`config.mk`:
```
export PLATFORM = sky130hd
export DESIGN_NAME = cursor_generator
export DESIGN_NICKNAME = d
export VERILOG_FILES = /design/src/rtl/crtc_pkg.sv /design/src/rtl/cursor_generator_sync2.sv /design/src/rtl/cursor_generator.sv
export SDC_FILE = /design/constraint.sdc
export NUM_CORES = 1
export LEC_CHECK = 0
export BUFFER_PORTS_ARGS = -buffer_cell sky130_fd_sc_hd__buf_2
export CORE_MARGIN = 2
export CORE_UTILIZATION = 30
export DETAILED_ROUTE_END_ITERATION = 16
export PLACE_DENSITY = 0.46
export SLEW_MARGIN = 0
export SYNTH_ARGS = -nofsm -noshare
export SYNTH_HDL_FRONTEND = slang
export SYNTH_SLANG_ARGS = --single-unit
```
`constraint.sdc`:
```
create_clock -name clk -period 2.2 [get_ports clk]
set_clock_uncertainty 0.15 [all_clocks]
set_input_delay 0.44 -clock clk [delete_from_list [all_inputs] [get_ports clk]]
set_output_delay 0.44 -clock clk [all_outputs]
set_load 0.005 [all_outputs]
```
`src/rtl/crtc_pkg.sv`:
```
// Shared CRTC constants: address/scanline widths and the
// register-file reset values of the cursor start/end rows.
package crtc_pkg;
   localparam int ADDR_W             = 11;
   localparam int SCANLINE_W         = 4;
   localparam int CURSOR_RESET_START = 13;
   localparam int CURSOR_RESET_END   = 14;

   // Packed bundle of the CPU-domain cursor registers
   typedef struct packed {
      logic                  dis;
      logic [ADDR_W-1:0]     match;
      logic [SCANLINE_W-1:0] start;
      logic [SCANLINE_W-1:0] fin;
   } cursor_regs_t;

   localparam cursor_regs_t CURSOR_REGS_RST = '{
      dis:   1'b0,
      match: '0,
      start: SCANLINE_W'(CURSOR_RESET_START),
      fin:   SCANLINE_W'(CURSOR_RESET_END)
   };
endpackage

```
`src/rtl/cursor_generator_sync2.sv`:
```
// sync2: two-flop synchronizer with configurable width and reset value.
// Ports: clk, reset (async, active high), d (async input), q (synchronized).
module sync2 #(
   parameter int               W       = 1,
   parameter logic [W-1:0]     RST_VAL = '0
) (
   input  logic         clk,
   input  logic         reset,
   input  logic [W-1:0] d,
   output logic [W-1:0] q
);
   logic [W-1:0] r_meta;
   logic [W-1:0] r_sync;

   always_ff @(posedge clk or posedge reset) begin
      if (reset) begin
         r_meta <= RST_VAL;
         r_sync <= RST_VAL;
      end else begin
         r_meta <= d;
         r_sync <= r_meta;
      end
   end

   assign q = r_sync;
endmodule

```
`src/rtl/cursor_generator.sv`:
```
// cursor_generator: text-mode cursor hit detection with frame-aligned
// register shadowing, a 2-stage output pipeline and optional blinking.
// Ports: clk, reset (async high), frame_start, char_valid, char_address,
//   scanline, match_address/cursor_disable/start_scanline/end_scanline
//   (CPU domain), cursor_on (registered), blink_phase (1 = visible).
// Macro CURSOR_BLINK_EN compiles in the blink counter; without it
//   blink_phase is constant 1 and BLINK_FRAMES is ignored.
module cursor_generator
   import crtc_pkg::*;
#(
   parameter int BLINK_FRAMES = 16
) (
   input  logic                  clk,
   input  logic                  reset,
   input  logic                  frame_start,
   input  logic                  char_valid,
   input  logic [ADDR_W-1:0]     char_address,
   input  logic [SCANLINE_W-1:0] scanline,
   input  logic [ADDR_W-1:0]     match_address,
   input  logic                  cursor_disable,
   input  logic [SCANLINE_W-1:0] start_scanline,
   input  logic [SCANLINE_W-1:0] end_scanline,
   output logic                  cursor_on,
   output logic                  blink_phase
);
   localparam logic [4:0] BLINK_LAST = 5'(BLINK_FRAMES - 1);

   cursor_regs_t w_regs_in;
   cursor_regs_t w_regs_sync;
   cursor_regs_t r_shadow;
   logic         w_addr_hit;
   logic         w_row_hit;
   logic         w_blink_phase;
   logic         r_hit;
   logic         r_cursor_on;

   assign w_regs_in = '{
      dis:   cursor_disable,
      match: match_address,
      start: start_scanline,
      fin:   end_scanline
   };

   sync2 #(
      .W       ($bits(cursor_regs_t)),
      .RST_VAL (CURSOR_REGS_RST)
   ) u_sync (
      .clk   (clk),
      .reset (reset),
      .d     (w_regs_in),
      .q     (w_regs_sync)
   );

   // Shadow only updates on frame_start; compare logic in that same
   // cycle still sees the previous frame's values.
   always_ff @(posedge clk or posedge reset) begin
      if (reset)
         r_shadow <= CURSOR_REGS_RST;
      else if (frame_start)
         r_shadow <= w_regs_sync;
   end

   assign w_addr_hit = (char_address == r_shadow.match);

   // start > end yields no hit: no wrap-around range
   assign w_row_hit = (r_shadow.start <= r_shadow.fin)
                    && (scanline >= r_shadow.start)
                    && (scanline <= r_shadow.fin);

   always_ff @(posedge clk or posedge reset) begin
      if (reset) begin
         r_hit       <= 1'b0;
         r_cursor_on <= 1'b0;
      end else begin
         r_hit       <= char_valid & w_addr_hit & w_row_hit
                      & ~r_shadow.dis;
         r_cursor_on <= r_hit & w_blink_phase;
      end
   end

`ifdef CURSOR_BLINK_EN
   logic [4:0] r_blink_cnt;
   logic       r_blink_phase;

   always_ff @(posedge clk or posedge reset) begin
      if (reset) begin
         r_blink_cnt   <= 5'd0;
         r_blink_phase <= 1'b1;
      end else if (frame_start) begin
         if (r_blink_cnt == BLINK_LAST) begin
            r_blink_cnt   <= 5'd0;
            r_blink_phase <= ~r_blink_phase;
         end else begin
            r_blink_cnt   <= r_blink_cnt + 5'd1;
         end
      end
   end

   assign w_blink_phase = r_blink_phase;
`else
   logic w_unused_blink;
   assign w_unused_blink = ^BLINK_LAST;
   assign w_blink_phase  = 1'b1;
`endif

   assign cursor_on   = r_cursor_on;
   assign blink_phase = w_blink_phase;
endmodule

```
# --- Word-level counts from Yosys, hierarchy flattened ---
# Index checks and enable logic that the tools add are counted.
word_totals:
  register_bits: 62
  in_bits: 39
  output_inout_bits: 2
classes:
  eq_ne: 1
  n_lt_le_gt_ge: 3
  n_bitwise: 4
  n_reduce_logical: 2
op_table:
  columns: ["cell", "n"]
  rows:
  - ["== test 11 bit", 1]
  - ["less-or-equal comparator 4 bit", 2]
  - ["greater-or-equal comparator 4 bit", 1]
  - ["AND 1 bit", 3]
  - ["logical AND 1 bit", 2]
  - ["inverter 1 bit", 1]

# --- Longest topological paths before layout ---
# Gate-level depths: netlist (run 1).
depth:
  ltp_word: 5
  depth_mapped: 6
  ltp_nobuf: 6

# --- By module ---
# A second synthesis (run 1) with hierarchy kept.
hier_totals:
  hier_cells: 148
  area_unflattened_um2: 2247.2
by_module_without_submodules:
  columns: ["module", "instances", "area_each_um2", "cells_each", "seq_area_each_um2"]
  rows:
  - ["cursor_generator", 1, 1227.4, 107, 558.0]
  - ["sync2", 1, 1019.7, 41, 1016.0]

# --- Least setup slack after synthesis (run 1) ---
# OpenSTA, ideal clock, no wires.
synth_timing:
  path_type: "register to register"
  from: "reg r_shadow[6] in the netlist's numbering"
  to: "reg r_hit"
  synth_period_minus_slack_ns: 1.770
  required_time_ns: 1.939
  setup_slack_ns: 0.430
  arrival_time_ns: 1.509
  path_stages_with_launch: 7
  setup_time_ns: 0.111
  n_path_buf: 0
  cell_sequence: "dfstp_2 inv_1 ha_1 nor3_1 nor4_2 nand3_1 a2111oi_2"
synth_via:
  elab_chain_cells: 5
synth_lines:
  columns: ["element", "line", "text"]
  rows:
  - ["from (decl)", "cursor_generator.sv:30", "cursor_regs_t r_shadow;"]
  - ["from (signal assigned)", "cursor_generator.sv:60", "r_shadow <= w_regs_sync;"]
  - ["less-or-equal comparator 4 bit or greater-or-equal comparator 4 bit (tied branches)", "cursor_generator.sv:66, cursor_generator.sv:67", null]
  - ["logical AND 1 bit (*)", "cursor_generator.sv:67", "&& (scanline >= r_shadow.start)"]
  - ["logical AND 1 bit (*)", "cursor_generator.sv:68", "&& (scanline <= r_shadow.fin);"]
  - ["AND 1 bit (*)", "cursor_generator.sv:75", "r_hit <= char_valid & w_addr_hit & w_row_hit"]
  - ["AND 1 bit (*)", "cursor_generator.sv:76", "& ~r_shadow.dis;"]
  - ["to (signal assigned)", "cursor_generator.sv:75", null]
  - ["to (decl)", "cursor_generator.sv:34", "logic r_hit;"]
# Mark *: on every way between the ends. The rest lies on a longest branch, timed or not.
# A chain may end at the register's enable or synchronous reset.

# --- Final worst setup path (run 1) ---
# Ends and elaborated chain as after synthesis.

==> results of run 1 <==
-- cells in the final DEF, fill, tap and decap left out, drive strengths merged, types with 2 or more instances in the layout --
cell / synthesis / routed
dfrtp: 44 / 44
buf: 3 / 40
dfstp: 18 / 18
mux2: 13 / 13
ha: 12 / 12
inv: 10 / 11
clkbuf: 1 / 9
nand2: 8 / 8
o21ai: 8 / 8
xor2: 8 / 8
a21oi: 4 / 4
xnor2: 3 / 3
clkinv: 0 / 3
nand4: 2 / 2
clkinvlp: 0 / 2
nor4: 2 / 2
-- flip-flops by register name, summed over array words and instances (netlist names) --
register,flops
cursor_on,1
r_hit,1
r_shadow,20
u_sync.q,20
u_sync.r_meta,20
-- per-stage QoR --
stage	worst slack, ns	cells	util (%)	total power [mW]	instance area (um2)
floorplan	0.0984	147	-	1.42	2240
global placement	0.384	282	35.3	1.49	2560
detailed placement	0.274	282	35.3	1.50	2560
CTS	0.199	299	38.2	2.49	2770
global route	0.165	299	38.2	2.59	2770
finish	0.253	299	38.2	2.44	2770
-- metal layers --
| metal | part of all wire, % | routed length, um | vias up |
|---|---|---|---|
| met2 | 48 | 1790 | 38 |
| met1 | 44 | 1620 | 603 |
| li1 | - | - | 587 |
| met3 | 6.6 | 244 | 6 |
| met4 | 1.7 | 62 | 0 |
| met5 | 0 | 0 | - |
-- worst paths after layout --
kind / startpoint / to / slack (ns) / depth (start not counted)
setup / recovery: r_shadow[6] / r_hit / 0.25 / 6
hold / removal: match_address[4] / u_sync.r_meta[12] / 0.05 / 1
setup reg to reg: r_shadow[6] / r_hit / 0.25 / 6
hold reg to reg: u_sync.r_meta[17] / u_sync.q[17] / 0.20 / 0
max in group asynchronous: reset / r_shadow[4] / 1.04 / 4
min in group asynchronous: reset / u_sync.q[11] / 0.55 / 4
-- final cells by class --
class                           count  share of cell area (%)
Sequential cell                    62                    56.9
Multi-Input combinational cell     71                    22.1
Timing Repair Buffer               41                    8.14
Clock buffer                        9                    4.48
Tap cell                           99                    4.48
Clock inverter                      7                    2.62
Inverter                           10                    1.36
-- power by group through the flow --
stage          clock (mW)  sequential (mW)  combinational (mW)
6_report            0.965             1.26               0.213
5_1_grt              1.07             1.27               0.246
4_1_cts              1.01             1.26               0.220
3_5_place_dp            0             1.28               0.218
3_3_place_gp            0             1.28               0.213
2_1_floorplan           0             1.27               0.144
-- cells by family after synthesis --
| kind of cell | share of synthesized area [%] |
|---|---|
| buffers and inverters | 2.62 |
| flip-flops | 70.2 |
| multiplexers | 6.53 |
| other | 0.167 |
| AND/OR/NAND/NOR | 5.35 |
| XOR/XNOR | 4.29 |
| AO/OA/AOI/OAI | 4.18 |
| adder cells (fa/ha/maj) | 6.69 |
-- worst max-delay path: stages, from the launching register on --
cell,delay [ns]
sky130_fd_sc_hd__dfstp_2,0.53
sky130_fd_sc_hd__inv_1,0.06
sky130_fd_sc_hd__ha_1,0.27
sky130_fd_sc_hd__nor3_1,0.05
sky130_fd_sc_hd__nor4_2,0.28
sky130_fd_sc_hd__nand3_1,0.13
sky130_fd_sc_hd__a2111oi_2,0.36
==> impl_metrics.ini, run 1 <==
[placement]
post-dp-hpwl_mm = 2.59
numPortBuffers = 39
routabilityCongestion = 0.797

[global_routing]
global_route.overflow_total = 0
grt.total_usage_pct = 10.6
met2_usage_pct = 16.2
grt_max_degree = 63
globalRoute.busiestLayer = met2
global_route.usage.met3_pct = 5.51
first_global_vias = 1388
initial_antenna_violation_count = 0
groute.layer.met1.usage_pct = 12.4
first_pass_grt_wire_length_mm = 6.58

[timing]
max_slew_margin_pct = 64.9
fin_setup_tns_ns = 0
report.final.setup_viol = 0
layout_min_cycle_time_ns = 1.95
timing.fmax_ghz = 0.514
hold_viol = 0
hold_ws_ns = 0.0536
period_share_pct = 88.5
tightestPinTransition_ns = 0.526
rsz0062_at_grt = no
final_max_slew_viol_count = 0

[clock_network]
post_cts_hold_buffers = 1
tritoncts = yes
cts_inserted_buffers = 9
count_of_clock_tree_sinks = 62
clkTransAtPathRegs_ns = 0.08
postCtsResizedCells = 0
cts_max_path_buffers = 2
clk_latency_ns = 0.33
htree_levels = 3
clock-root-buffer = sky130_fd_sc_hd__clkbuf_8
postCtsSetupBuffers = 0

[power]
power.share.combinational_pct = 8.8
clock_power_share_pct = 39.6
p_leak_nw = 1.26
swShare_pct = 23.9
p_int_mw = 1.86
seq_power_share_pct = 51.7
power.net_switching_mw = 0.583
powerDensity_mw_per_mm2 = 881
vdd_drop_max_v = 0.000380

[layout]
fillers = 739
multi_input_comb_area_um2 = 611
register_area_mm2 = 0.00157
final_layout_size_suffix_gt1_share_pct = 45.5
antennaDiodeCount = 0
flow.area_growth_from_synthesis_pct = 23.4
layout.nets = 246

[detailed_routing]
detail_route.iter0.violations = 49
route.final.wire_length_mm = 3.72
route.detailed.vias_per_inst = 4.13
via_count = 1234
routed_wire_length_per_instance_um = 12.4
detail-route-antenna-nets = 0
drt_drc_violations_left = 0
first_pass_iters = 3

[critical_path]
criticalPathCategory = flop to flop
critPathCaptureType = flop
worst-endpoint-required_ns = 2.26
cp_data_arrival_time_ns = 2.01
worstPathMaxFanout = 2
start_kind = flop

[synthesis]
ys_dominant_reg_cell = sky130_fd_sc_hd__dfrtp_1
synth.distinct_cells = 27
syn-num-nets = 198
share_of_the_yosys_chip_area_belonging_to_registers_pct = 70.2
synth_most_common_cell = sky130_fd_sc_hd__dfrtp_1
synth.yosys.warnings = 0
yosys.area.top_type = sky130_fd_sc_hd__dfrtp_1
synth_enable_flop_cells = 0
syn_area_mm2 = 0.00224
synth.area.top_cells = sky130_fd_sc_hd__dfrtp_1 (49%), sky130_fd_sc_hd__dfstp_2 (21%), sky130_fd_sc_hd__ha_1 (6.7%)
synth-async-reset-ratio_pct = 100
synth.avg_cell_area_um2 = 15.3
gate_count_post_synth = 147
synth_seq_cells = 62
synthTopCellsByCount = sky130_fd_sc_hd__dfrtp_1 (44), sky130_fd_sc_hd__dfstp_2 (18), sky130_fd_sc_hd__mux2_2 (13)
synth_top_area_share_pct = 49.1

[die]
num_io_pins = 41
die-height_um = 90.5
core_area_mm2 = 0.00725
rows = 31
fp.dieW_um = 90.5
fp.dieArea_mm2 = 0.00819
initial_utilization_pct = 30.9

[outcome]
run_status = completed

[hold_path]
worstHoldPathType = primary input to flop

[run]
cap_viol_max_count = 0
(Power assumes the default switching activity.)
==> run 2, diff against run 1 <==
--- a/config.mk
+++ b/config.mk
@@ -6,10 +6,12 @@
 export NUM_CORES = 1
 export LEC_CHECK = 0
 export BUFFER_PORTS_ARGS = -buffer_cell sky130_fd_sc_hd__buf_2
+export CELL_PAD_IN_SITES_DETAIL_PLACEMENT = 0
+export CELL_PAD_IN_SITES_GLOBAL_PLACEMENT = 1
 export CORE_MARGIN = 2
-export CORE_UTILIZATION = 30
+export CORE_UTILIZATION = 44
 export DETAILED_ROUTE_END_ITERATION = 16
-export PLACE_DENSITY = 0.46
+export PLACE_DENSITY = 0.75
 export SLEW_MARGIN = 0
 export SYNTH_ARGS = -nofsm -noshare
 export SYNTH_HDL_FRONTEND = slang
==> run 2 against run 1 <==
  * Via count down 0.41%
  * Flip-flop and latch count unchanged
  * Routed wire length down 5.2%
  * Register-to-register slack better by 0.08 ns
  * First-iteration DRC count down 27%
  * Cell area down 1.1%
  * Combinational power about the same
  * Core utilization up 19 points
  * Non-clock buffer count unchanged
  * Critical path type unchanged
==> impl_metrics.ini, run 2 (same netlist as run 1, synthesis figures left out) <==
[power]
powerDensity_mw_per_mm2 = 893
p_leak_nw = 1.27
vdd_drop_max_v = 0.000550

[detailed_routing]
detail-route-antenna-nets = 0
routed_wire_length_per_instance_um = 13.2
route.final.wire_length_mm = 3.52
route.detailed.vias_per_inst = 4.60
via_count = 1229
first_pass_iters = 4
drt_drc_violations_left = 0
detail_route.iter0.violations = 36

[critical_path]
worst-endpoint-required_ns = 2.27
critPathCaptureType = flop
crit_path_top_delay_cell = sky130_fd_sc_hd__dfstp_2
criticalPathCategory = flop to flop
cp_data_arrival_time_ns = 1.94
start_kind = flop
worstPathMaxFanout = 2
critical_path.cell_chain = inv_1 -> ha_1 -> nor3_1 -> nor4_2 -> nand3_1 -> a2111oi_2
critical_path.max_stage_delay_ns = 0.52

[global_routing]
first_pass_grt_wire_length_mm = 5.72
grt_max_degree = 45
global_route.overflow_total = 0
initial_antenna_violation_count = 0
grt.total_usage_pct = 14.5
first_global_vias = 1340

[clock_network]
tritoncts = yes
count_of_clock_tree_sinks = 62
clock-root-buffer = sky130_fd_sc_hd__clkbuf_8
postCtsResizedCells = 0
clkTransAtPathRegs_ns = 0.07
cts_inserted_buffers = 9
postCtsSetupBuffers = 0
clk_latency_ns = 0.33
htree_levels = 3
cts_max_path_buffers = 2

[timing]
tightestPinTransition_ns = 0.530
period_share_pct = 84.9
max_slew_margin_pct = 64.7
rsz0062_at_grt = no
final_max_slew_viol_count = 0
report.final.setup_viol = 0
layout_min_cycle_time_ns = 1.87
hold_viol = 0
timing.fmax_ghz = 0.535
fin_setup_tns_ns = 0

[die]
core_area_mm2 = 0.00482
rows = 25
die-height_um = 75.4
fp.dieArea_mm2 = 0.00569
fp.dieW_um = 75.4
initial_utilization_pct = 46.6
num_io_pins = 41

[placement]
dpl_cell_area_mm2 = 0.00252
numPortBuffers = 39
routabilityCongestion = 0.840
post-dp-hpwl_mm = 2.55

[layout]
antennaDiodeCount = 0
mostFrequentLayoutCell = sky130_fd_sc_hd__dfrtp_1
finalInstanceArea_mm2 = 0.00274
mostFrequentLayoutCells = sky130_fd_sc_hd__dfrtp_1 (44), sky130_fd_sc_hd__buf_2 (39), sky130_fd_sc_hd__dfstp_2 (18)
layout.nets = 246
register_area_mm2 = 0.00157
fillers = 390
multi_input_comb_area_um2 = 611
flow.area_growth_from_synthesis_pct = 22.0
final_layout_size_suffix_gt1_share_pct = 45.5

[run]
cap_viol_max_count = 0

[hold_path]
worstHoldPathType = primary input to flop

[outcome]
run_status = completed
run 2: stage by stage:
| stage | power [mW] | std cells | util [%] | hold WS (ns) | worst slack [ns] |
|---|---|---|---|---|---|
| 5_1_grt | 2.55 | 267 | 56.8 | 0.0300 | 0.205 |
| 4_1_cts | 2.48 | 267 | 56.8 | 0.0388 | 0.300 |
| 3_5_place_dp | 1.50 | 250 | 52.3 | 0.185 | 0.298 |
| 6_report | 2.44 | 267 | 56.8 | 0.0542 | 0.332 |
| 2_1_floorplan | 1.42 | 147 | - | 0.181 | 0.0984 |
| 3_3_place_gp | 1.49 | 250 | 52.3 | 0.182 | 0.389 |
run 2: worst max-delay path: cells and delay by family, from the launching register on:
family / cells / cell delay, ns
buffers and inverters: 1 / 0.05
AO/OA/AOI/OAI: 1 / 0.35
AND/OR/NAND/NOR: 3 / 0.44
flip-flops: 1 / 0.52
adder cells (fa/ha/maj): 1 / 0.26
run 2: routing by layer:
metal	vias up	track usage (%)	share of wire (%)
met3	8	6.08	5.4
met2	36	24.2	50
met1	600	15.8	43
met5	-	0	0
met4	0	7.60	1.9
li1	585	-	-
run 2: final timing paths:
path / from / endpoint / slack [ns] / cells after the start
worst max-delay path: r_shadow[6] / r_hit / 0.33 / 6
worst min-delay path: start_scanline[0] / u_sync.r_meta[4] / 0.05 / 1
worst max register to register: r_shadow[6] / r_hit / 0.33 / 6
worst min register to register: u_sync.r_meta[17] / u_sync.q[17] / 0.20 / 0
max in group asynchronous: reset / r_shadow[4] / 0.79 / 4
min in group asynchronous: reset / u_sync.r_meta[9] / 0.50 / 3
run 2: area by class of cell:
type                            count  area share, %
Multi-Input combinational cell     71           22.3
Clock buffer                       14           7.04
Clock inverter                      2          0.457
Sequential cell                    62           57.5
Timing Repair Buffer               41           8.23
Tap cell                           67           3.06
Inverter                           10           1.37
run 2: what timing repair did:
item,4_1_cts,5_1_grt
hold buffers,1,0
endpoints found under the setup margin,0,0
endpoints found under the hold margin,16,0
run 2: power breakdown:
| part | internal, mW | total (mW) | switching (mW) |
|---|---|---|---|
| sequential | 1.23 | 1.26 | 0.0320 |
| combinational | 0.104 | 0.214 | 0.111 |
| clock | 0.561 | 0.968 | 0.407 |
==> run 3, diff against run 2 <==
==> constraint.sdc (replaced) <==
create_clock -name clk -period 1.8 [get_ports clk]
set_clock_uncertainty 0.15 [all_clocks]
set_input_delay 0.36 -clock clk [delete_from_list [all_inputs] [get_ports clk]]
set_output_delay 0.36 -clock clk [all_outputs]
set_load 0.005 [all_outputs]
==> run 3 against run 2 <==
  * Register-to-register slack lost 0.34 ns
  * Non-clock buffer count grew 23
  * Sequential power grew 22%
  * Critical endpoint unchanged
  * Clock-buffer cell count is 3 lower
  * Largest power group unchanged
  * Clock power up 35%
  * Global-route usage up 0.95 points
  * The flow now finishes with violations (setup timing)
  * Cell count up 8.6%
==> impl_metrics.ini, run 3 (same netlist as run 1, synthesis figures left out) <==
[global_routing]
grt.total_usage_pct = 15.4
global_route.overflow_total = 0
grt_max_degree = 28
initial_antenna_violation_count = 0
first_global_vias = 1336
first_pass_grt_wire_length_mm = 6.05

[critical_path]
crit_path_top_delay_cell = sky130_fd_sc_hd__dfstp_2
path_buf_inv = 1
worst-endpoint-required_ns = 1.87
worstPathMaxFanout = 2
crit_family = flip-flops
critical_path.max_stage_delay_ns = 0.54
start_kind = flop
criticalPathCategory = flop to flop
cp_data_arrival_time_ns = 1.88
critical_path.cell_chain = inv_2 -> ha_4 -> nor2_2 -> nor4b_4 -> nand3_2 -> a2111oi_4
critPathCaptureType = flop

[detailed_routing]
dr_wl_met2_mm = 2.04
routed_wire_length_per_instance_um = 13.5
route.detailed.vias_per_inst = 4.54
dr.max_layer_used = met4
route.final.wire_length_mm = 3.92
detail-route-antenna-nets = 0
via_count = 1318
first_pass_iters = 5
routed-wl-met3_um = 190
wl_met1_mm = 1.65
detail_route.iter0.violations = 58
drt_drc_violations_left = 0

[timing]
rsz0062_at_grt = yes
final_max_slew_viol_count = 0
timing.fmax_ghz = 0.552
postLayoutSetupSlackWorst_ns = -0.0126
report.final.setup_viol = 1
hold_viol = 0
period_share_pct = 101
fin_setup_tns_ns = -0.0126
hold_ws_ns = 0.198
layout_min_cycle_time_ns = 1.81

[clock_network]
cts_max_path_buffers = 2
clkTransAtPathRegs_ns = 0.07
cts_inserted_buffers = 9
clk_latency_ns = 0.33
clock-root-buffer = sky130_fd_sc_hd__clkbuf_8
count_of_clock_tree_sinks = 62
htree_levels = 3
tritoncts = yes

[layout]
final_layout_size_suffix_gt1_share_pct = 48.0
antennaDiodeCount = 0
layout.nets = 269
mostFrequentLayoutCells = sky130_fd_sc_hd__dfrtp_1 (44), sky130_fd_sc_hd__buf_2 (39), sky130_fd_sc_hd__dlygate4sd3_1 (21)
flow.area_growth_from_synthesis_pct = 37.4
mostFrequentLayoutCell = sky130_fd_sc_hd__dfrtp_1
post-route-util_pct = 64.0

[outcome]
failed_checks = setup timing
run_status = finished with violations

[power]
vdd_drop_max_v = 0.000754
powerDensity_mw_per_mm2 = 1040
p_leak_nw = 1.38
fin_total_pwr_mw = 3.21

[die]
core_area_mm2 = 0.00482
fp.dieW_um = 75.4
initial_utilization_pct = 46.6
die-height_um = 75.4
rows = 25
fp.dieArea_mm2 = 0.00569
num_io_pins = 41

[placement]
routabilityCongestion = 0.713
post-dp-hpwl_mm = 2.61
dp_worst_setup_slack_ns = -0.0540
numPortBuffers = 39

[hold_path]
worstHoldPathType = flop to flop

[run]
cap_viol_max_count = 0
run 3: final cells by class:
| cell class | count | area [um2] |
|---|---|---|
| inverter | 10 | 43.8 |
| tap | 67 | 83.8 |
| multi-input combinational | 71 | 706 |
| clock buffer | 11 | 174 |
| clock inverter | 5 | 52.6 |
| sequential | 62 | 1570 |
| timing repair buffer | 64 | 448 |
| fill | 383 | 1740 |
run 3: through the flow:
stage	cells	cell area, um2
after floorplan	147	2250
after detailed placement	252	2540
after CTS	289	2990
final	290	3080
after global placement	252	2540
after global routing	290	3080
run 3: path summary, 6_finish.rpt:
kind                                   from                to  slack [ns]  cells after the start
setup / recovery                r_shadow[7]             r_hit       -0.01                      6
hold / removal             u_sync.r_meta[9]       u_sync.q[9]        0.20                      0
setup reg to reg                r_shadow[7]             r_hit       -0.01                      6
hold reg to reg            u_sync.r_meta[9]       u_sync.q[9]        0.20                      0
max in group asynchronous             reset  u_sync.r_meta[7]        0.49                      4
min in group asynchronous             reset       r_shadow[9]        0.46                      3
run 3: repair_timing:
action	4_1_cts	5_1_grt
gates cloned	0	0
pin swaps	4	9
resized for setup	4	12
endpoints found under the setup margin	1	1
endpoints found under the hold margin	40	0
hold buffers	21	0
setup buffers	0	1
run 3: power by group:
group | switching, mW | internal [mW] | leakage (nW)
logic | 0.167 | 0.185 | 0.559
clock network | 0.514 | 0.800 | 0.115
registers | 0.0404 | 1.50 | 0.708
total | 0.722 | 2.49 | 1.38
run 3: per-layer routing:
layer,GRT usage [%],up-vias
li1,-,632
met1,18.3,646
met2,24.9,36
met3,6.08,4
met4,7.02,0
met5,0,-
